### src/rtl/cc_xfer_sequencer.sv
`default_nettype none
// ============================================================================
//  Module   : cc_xfer_sequencer
//  Purpose  : Command-driven sequencer for the code converter's four-register
//             shared-bus datapath. Queues MOVE / CONVERT commands in a small
//             FIFO and expands each into a contention-free series of one-hot
//             register and converter load/drive enables.
//  Ports    : clk, rst (async, active-high), abort (sync flush)
//             cmd_valid/cmd_ready/cmd_op/cmd_src/cmd_dst : command push side
//             r_in, r_out, cv_in, cv_out                 : datapath enables
//             busy, done, level                          : status
//  Revision : 1.0 - initial release
// ============================================================================
module cc_xfer_sequencer #(
   parameter int DEPTH = 4,
   parameter int LW    = $clog2(DEPTH) + 1
) (
   input  logic          clk,
   input  logic          rst,
   input  logic          abort,
   input  logic          cmd_valid,
   output logic          cmd_ready,
   input  logic          cmd_op,
   input  logic [1:0]    cmd_src,
   input  logic [1:0]    cmd_dst,
   output logic [3:0]    r_in,
   output logic [3:0]    r_out,
   output logic          cv_in,
   output logic          cv_out,
   output logic          busy,
   output logic          done,
   output logic [LW-1:0] level
);

   localparam int            AW       = (DEPTH > 1) ? $clog2(DEPTH) : 1;
   localparam logic [LW-1:0] FULL_LVL = LW'(DEPTH);

   typedef enum logic [2:0] {
      ST_IDLE     = 3'd0,
      ST_MOVE     = 3'd1,
      ST_CV_LOAD  = 3'd2,
      ST_CV_STORE = 3'd3,
      ST_DONE     = 3'd4
   } state_t;

   // ------------------------------------------------------------------------
   // Registers
   // ------------------------------------------------------------------------
   state_t          state_q,   state_d;
   logic [4:0]      mem_q [DEPTH];
   logic [4:0]      mem_d [DEPTH];
   logic [AW-1:0]   wr_ptr_q,  wr_ptr_d;
   logic [AW-1:0]   rd_ptr_q,  rd_ptr_d;
   logic [LW-1:0]   count_q,   count_d;
   logic            cur_op_q,  cur_op_d;
   logic [1:0]      cur_src_q, cur_src_d;
   logic [1:0]      cur_dst_q, cur_dst_d;

   logic            fifo_full;
   logic            fifo_empty;
   logic            push;
   logic            pop;
   logic [4:0]      head;

   assign fifo_full  = (count_q == FULL_LVL);
   assign fifo_empty = (count_q == '0);
   assign cmd_ready  = !fifo_full && !abort;
   assign push       = cmd_valid && cmd_ready;
   // Head is only consumed from IDLE; abort suppresses the pop entirely.
   assign pop        = (state_q == ST_IDLE) && !fifo_empty && !abort;
   assign head       = mem_q[rd_ptr_q];

   // ------------------------------------------------------------------------
   // Next-state: FIFO bookkeeping, current-command capture, FSM
   // ------------------------------------------------------------------------
   always_comb begin
      state_d   = state_q;
      mem_d     = mem_q;
      wr_ptr_d  = wr_ptr_q;
      rd_ptr_d  = rd_ptr_q;
      count_d   = count_q;
      cur_op_d  = cur_op_q;
      cur_src_d = cur_src_q;
      cur_dst_d = cur_dst_q;

      if (abort) begin
         // Flush: drop queue contents and any in-flight command. Moving the
         // read pointer onto the write pointer empties the ring in place.
         state_d  = ST_IDLE;
         rd_ptr_d = wr_ptr_q;
         count_d  = '0;
      end else begin
         if (push) begin
            mem_d[wr_ptr_q] = {cmd_op, cmd_src, cmd_dst};
            wr_ptr_d        = wr_ptr_q + AW'(1);
         end
         if (pop) begin
            rd_ptr_d  = rd_ptr_q + AW'(1);
            cur_op_d  = head[4];
            cur_src_d = head[3:2];
            cur_dst_d = head[1:0];
         end
         case ({push, pop})
            2'b10:   count_d = count_q + LW'(1);
            2'b01:   count_d = count_q - LW'(1);
            default: count_d = count_q;
         endcase

         case (state_q)
            ST_IDLE: begin
               if (pop) begin
                  state_d = head[4] ? ST_CV_LOAD : ST_MOVE;
               end
            end
            ST_MOVE:     state_d = ST_DONE;
            ST_CV_LOAD:  state_d = ST_CV_STORE;
            ST_CV_STORE: state_d = ST_DONE;
            ST_DONE:     state_d = ST_IDLE;
            default:     state_d = ST_IDLE;
         endcase
      end
   end

   // ------------------------------------------------------------------------
   // State register
   // ------------------------------------------------------------------------
   always_ff @(posedge clk or posedge rst) begin
      if (rst) begin
         state_q   <= ST_IDLE;
         wr_ptr_q  <= '0;
         rd_ptr_q  <= '0;
         count_q   <= '0;
         cur_op_q  <= 1'b0;
         cur_src_q <= 2'd0;
         cur_dst_q <= 2'd0;
         for (int i = 0; i < DEPTH; i++) begin
            mem_q[i] <= '0;
         end
      end else begin
         state_q   <= state_d;
         wr_ptr_q  <= wr_ptr_d;
         rd_ptr_q  <= rd_ptr_d;
         count_q   <= count_d;
         cur_op_q  <= cur_op_d;
         cur_src_q <= cur_src_d;
         cur_dst_q <= cur_dst_d;
         mem_q     <= mem_d;
      end
   end

   // ------------------------------------------------------------------------
   // Moore output decode: only state and the captured command are used, so
   // an asynchronous reset clears every enable without waiting for a clock.
   // ------------------------------------------------------------------------
   logic [3:0] src_hot;
   logic [3:0] dst_hot;

   assign src_hot = 4'b0001 << cur_src_q;
   assign dst_hot = 4'b0001 << cur_dst_q;

   always_comb begin
      r_in   = 4'b0000;
      r_out  = 4'b0000;
      cv_in  = 1'b0;
      cv_out = 1'b0;
      done   = 1'b0;
      case (state_q)
         ST_MOVE: begin
            // A self-move would drive and load the same register in one
            // cycle; it is treated as a no-op instead.
            if (cur_src_q != cur_dst_q) begin
               r_out = src_hot;
               r_in  = dst_hot;
            end
         end
         ST_CV_LOAD: begin
            r_out = src_hot;
            cv_in = 1'b1;
         end
         ST_CV_STORE: begin
            // Converter drives here, so src==dst is a legal in-place update.
            cv_out = 1'b1;
            r_in   = dst_hot;
         end
         ST_DONE: begin
            done = 1'b1;
         end
         default: begin
            r_in = 4'b0000;
         end
      endcase
   end

   assign busy  = (state_q != ST_IDLE) || !fifo_empty;
   assign level = count_q;

endmodule
`default_nettype wire

### config.mk
export PLATFORM = sky130hd
export DESIGN_NAME = cc_xfer_sequencer
export DESIGN_NICKNAME = d
export VERILOG_FILES = /design/src/rtl/cc_xfer_sequencer.sv
export SDC_FILE = /design/constraint.sdc
export NUM_CORES = 1
export LEC_CHECK = 0
export ABC_AREA = 1
export CAP_MARGIN = 10
export CORE_MARGIN = 5
export CORE_UTILIZATION = 50
export CTS_CLUSTER_DIAMETER = 120
export DETAILED_ROUTE_END_ITERATION = 10
export GPL_TIMING_DRIVEN = 0
export PLACE_DENSITY_LB_ADDON = 0.3
export SLEW_MARGIN = 15
export SYNTH_ARGS = -nofsm -noshare
export SYNTH_HDL_FRONTEND = slang
export SYNTH_SLANG_ARGS = --single-unit
### constraint.sdc
create_clock -name clk -period 4.8 [get_ports clk]
set_clock_uncertainty 0.05 [all_clocks]
set_input_delay 0.72 -clock clk [delete_from_list [all_inputs] [get_ports clk]]
set_output_delay 0.72 -clock clk [all_outputs]
set_load 0.01 [all_outputs]
* Word-level counts from Yosys, hierarchy flattened
Cells that the tools add are included.
** Storage, ports and cells
- Output and inout bits :: 16
- Bits of input ports :: 9
- Register bits after elaboration :: 34
- Word-level logic and storage cells :: 69
** Operators by class
- Order comparisons :: 3
- Reduce and logical (&&, ||, !) cells :: 17
- Equality and inequality tests :: 9
- Shifts and indexed selects :: 2
- Multiplexer cells :: 21
- $add $sub $neg :: 4
- Bitwise logic cells :: 3
** Operators by type and width (number)
- $bwmux W20 :: 1
- $pmux W4 S2 :: 2
- $mux W5 :: 3
- $bmux W5 S2 :: 1
- $demux W5 S2 :: 1
- $mux W3 :: 3
- $pmux W3 S3 :: 1
- $mux W4 :: 2
- $shl A1 B2 Y4 const A :: 2
- $eq A3 B2 Y1 const B :: 2
- $eq A3 B3 Y1 const B :: 2
- $ge A3 B3 Y1 const B :: 2
- $logic_not A3 Y1 :: 2
- $mux W2 :: 3
- $not A2 Y3 :: 2
- $pmux W3 S2 :: 1
- $reduce_bool A3 Y1 :: 2
- $logic_and A1 B1 Y1 :: 5
- $add A2 B1 Y2 const B :: 2
- $reduce_and A2 Y1 :: 2
- $add A3 B1 Y3 const B :: 1
- $eq A3 B1 Y1 const B :: 1
- $logic_not A1 Y1 :: 3
- $lt A3 B1 Y1 const B :: 1
- other kinds (10) :: 12

* Longest topological paths before layout
- Depth in word-level cells :: 8
- Depth in mapped cells :: 13
- Gate-level depth less buffers :: 13

* Worst setup path after synthesis
Ideal clock, no wire load.
- Path type :: input -> register
- From :: input port abort
- To :: register count_q[2] (netlist: level[2])
- Buffers on the path :: 0
- Cell stages on the path :: 11
- Arrival :: 1.890 ns
- Setup slack :: 2.743 ns
- Library setup time :: 0.116 ns
- Cell sequence :: inv_2 -> nand3_4 -> nand3_1 -> inv_1 -> fa_1 -> xnor2_1 -> inv_1 -> nand2_1 -> nand2_1 -> nand2_1 -> nand2_1
** On the way
- Cells in the longest elaborated chain, start to end :: 6
- Elaborated cells between the ends (all ways) :: 9
- Classes of those cells :: eq/ne: 2; mux: 2; reduce/logical: 5
** RTL lines
- start: declaration :: RTL line 20 : input logic abort,
- $logic_not A1 Y1 :: RTL line 67, 70
- $logic_and A1 B1 Y1 :: RTL line 67 : assign cmd_ready = !fifo_full && !abort;
- $logic_and A1 B1 Y1 :: RTL line 68 : assign push = cmd_valid && cmd_ready;
- $eq A2 B1 Y1 / $eq A2 B2 Y1 (equally long branches) :: RTL line 103 : case ({push, pop})
- $pmux W3 S2 :: RTL line 103
- $mux W3 :: RTL line 86 : if (abort) begin
- end signal: assignment :: RTL line 143 : count_q <= count_d;
- end: declaration :: RTL line 54 : logic [LW-1:0] count_q, count_d;
Several ways; a longest one is shown, not always the timed one.
A chain may end at the register's enable or synchronous reset.

* Worst setup path in the final report
- From :: input port abort
- To :: output port cmd_ready
** On the way
- Cells in the longest elaborated chain, start to end :: 2
** RTL lines
- $logic_not A1 Y1 :: RTL line 67
- $logic_and A1 B1 Y1 :: RTL line 67
- end: declaration :: RTL line 22 : output logic cmd_ready,
No other way between the ends.

==> impl_metrics.tcl <==
set metrics [dict create \
    finalNetCount 260 \
    postSynthRegisterBits 34 \
    drt_iter0_drc 65 \
    fp.dieW_microns 69.3 \
    worst-r2r-setup-slack_ns 2.76 \
    portBuffers 24 \
    worst-endpoint-arrival_ns 2.15 \
    synth.avg_cell_area_sq_um 8.19 \
    grt_use_total 0.167 \
    slew_violations 0 \
    tritoncts_num_sinks 34 \
    grt-ovfl-total 0 \
    cap_violations 0 \
    run_status "complete, no violations" \
    critical_path.max_stage_delay_ns 0.55 \
    wire_per_inst_microns 11.9 \
    layout_common_cells "50 x sky130_fd_sc_hd__nand2_1, 34 x sky130_fd_sc_hd__dfrtp_1, 32 x sky130_fd_sc_hd__o21ai_0, 24 x sky130_fd_sc_hd__clkdlybuf4s50_1, 23 x sky130_fd_sc_hd__inv_1" \
    synth.net_count 229 \
    totalWireLength_mm 3.49 \
    detail_route.first_pass.iterations 4 \
    ctsHtreeMaxLevel 2 \
    place_congestion 0.835 \
    first_global_vias 1421 \
    synthesis.yosys.warnings 0 \
    postLayoutCellArea_sq_mm 0.00212 \
    timing.critical_path.mode_cell "sky130_fd_sc_hd__clkdlybuf4s50_1" \
    cpMaxStageDelayCell "sky130_fd_sc_hd__clkdlybuf4s50_1" \
    placeableCoreArea_sq_mm 0.00336 \
    hold_viol 0 \
    boundaryPins 25 \
    grt_first_pass_wirelength_mm 6.48 \
    cts_tree "yes" \
    grt_max_degree 35 \
    critical_path_required_ns 4.03 \
    finish.utilization 0.630 \
    timing.critical_path.cells "clkdlybuf4s50_1, inv_2, nand2_1, inv_1, clkdlybuf4s50_1" \
    rows 21 \
    drtAntennaViolNets 0 \
    post_cts_hold_buffer_count 0 \
    post_cts.repair.setup_buffers 0 \
    fill_cells 319 \
    min-delay-path-class "reg2reg" \
    crit_path_max_fanout 9 \
    drive_above_1_share 0.101 \
    dieHeight_microns 69.3 \
    syn-instance-count 215 \
    regArea_sq_um 851 \
    post-route-min-period_ns 2.92 \
    fmaxAchievable_ghz 0.343 \
    initial_utilization 0.523 \
    final_instance_count_excl_fillers 293 \
    cts_inserted_buffers 5 \
    clock_path_buffers 2 \
    vdd_drop_max_uv 297 \
    synth_area_sq_mm 0.00176 \
    timing_worst_setup_path_type "in2out" \
    final-setup-viol-count 0 \
    area_of_combinational_cells_with_multiple_inputs_sq_um 791 \
    cts.repair.resized 0 \
    dp.cells 285 \
    startpoint_type "primary input" \
    yosys.cell_types.count 25 \
    most_common_cell_after_layout_fill_and_taps_aside "sky130_fd_sc_hd__nand2_1" \
    tcrit_tclk_final 0.608 \
    crit_path_end_kind "output pin" \
    ctsRootBufferMaster "sky130_fd_sc_hd__clkbuf_4" \
    vias 1428 \
    syn_to_final_growth_pct 20.3 \
    grt_antenna_before_repair 0 \
    worstSkewPairLatency_ns 0.34 \
    hpwlAfterDp_mm 2.57 \
    relSlewSlack 0.558 \
    clkTransAtPathRegs_ns 0.09 \
    worstMarginPinSlew_ns 0.662 \
    placed_cell_area_sq_mm 0.00206 \
    remaining_drc_errors 0 \
    power.density_mw_per_mm2 584 \
    rsz_0062_raised_after_global_routing "false" \
    dieArea_sq_mm 0.00481 \
    post-layout-total-power_mw 1.24 \
    synth.yosys.seq_area_share 0.483 \
    final.setup.tns_ns 0 \
    via_per_inst 4.87 \
    antenna-diode-count 0 \
    p_leak_nw 1.03 \
]
-- cells in the mapped netlist (all sizes together) --
cell,count,share of area
nor3,6,0.017
o211ai,2,0.0085
nand4,2,0.0071
buf,1,0.0028
dfrtp,34,0.48
a21oi,3,0.0085
o22ai,4,0.014
ha,4,0.028
nand2,58,0.14
o21a,1,0.0043
inv,28,0.063
o21ai,32,0.091
nor2,18,0.048
xor2,1,0.0050
fa,1,0.011
nand3,16,0.053
clkbuf,1,0.0021
xnor2,3,0.015
-- path summary, 6_finish.rpt --
path                          start           end  cells past startpoint
max reg2reg                level[0]      level[2]                     13
min in group asynchronous       rst  cur_dst_q[0]                      2
max in group asynchronous       rst      mem_q[4]                      2
min                        mem_q[7]      mem_q[7]                      2
max                           abort     cmd_ready                      5
min reg2reg                mem_q[7]      mem_q[7]                      2
-- where the power goes --
| group | switching [mW] | internal, mW | leakage, nW |
|---|---|---|---|
| Combinational | 0.331 | 0.233 | 0.571 |
| Clock | 0.0930 | 0.0709 | 0.0353 |
| Sequential | 0.0989 | 0.410 | 0.428 |
| Total | 0.523 | 0.715 | 1.03 |
-- per-stage QoR --
step | hold WS, ns | worst slack (ns)
final | 0.439 | 1.88
after global routing | 0.461 | 1.80
after CTS | 0.446 | 1.87
after detailed placement | 0.422 | 1.87
after global placement | 0.412 | 1.88
after floorplan | 0.398 | 2.74
-- registers in the layout, indices dropped and copies added, names as in the netlist --
| register | flops |
|---|---|
| mem_q | 20 |
| level | 3 |
| state_q | 3 |
| cur_dst_q | 2 |
| cur_src_q | 2 |
| rd_ptr_q | 2 |
| wr_ptr_q | 2 |
-- layout make-up --
class,instances,area share
well taps,46,0.0272
clock inverters,1,0.00236
clock buffers,7,0.0260
plain buffers,2,0.00413
repair buffers,24,0.113
multi-input cells,151,0.373
flip-flops and latches,34,0.402
inverters,28,0.0520
-- critical path: cells and delay by family --
family	cells	cell delay, ns
AND/OR/NAND/NOR	1	0.08
buffers and inverters	4	1.35
-- routing by layer --
metal  wire length (microns)  share of wire  vias up  global-route usage
met5                       0              0        -                   0
met4                      48          0.014        0              0.0456
li1                        -              -      756                   -
met1                    1630           0.47      637               0.221
met3                     184          0.053        5              0.0609
met2                    1630           0.47       30               0.257
-- cells by family after synthesis --
logic type      share of synthesized area
simple gates                        0.263
compound gates                      0.127
flops                               0.483
buf+inv                            0.0675
fa+ha+maj                          0.0398
xor+xnor                           0.0199
Note: power is estimated with default switching activity, not from simulation.
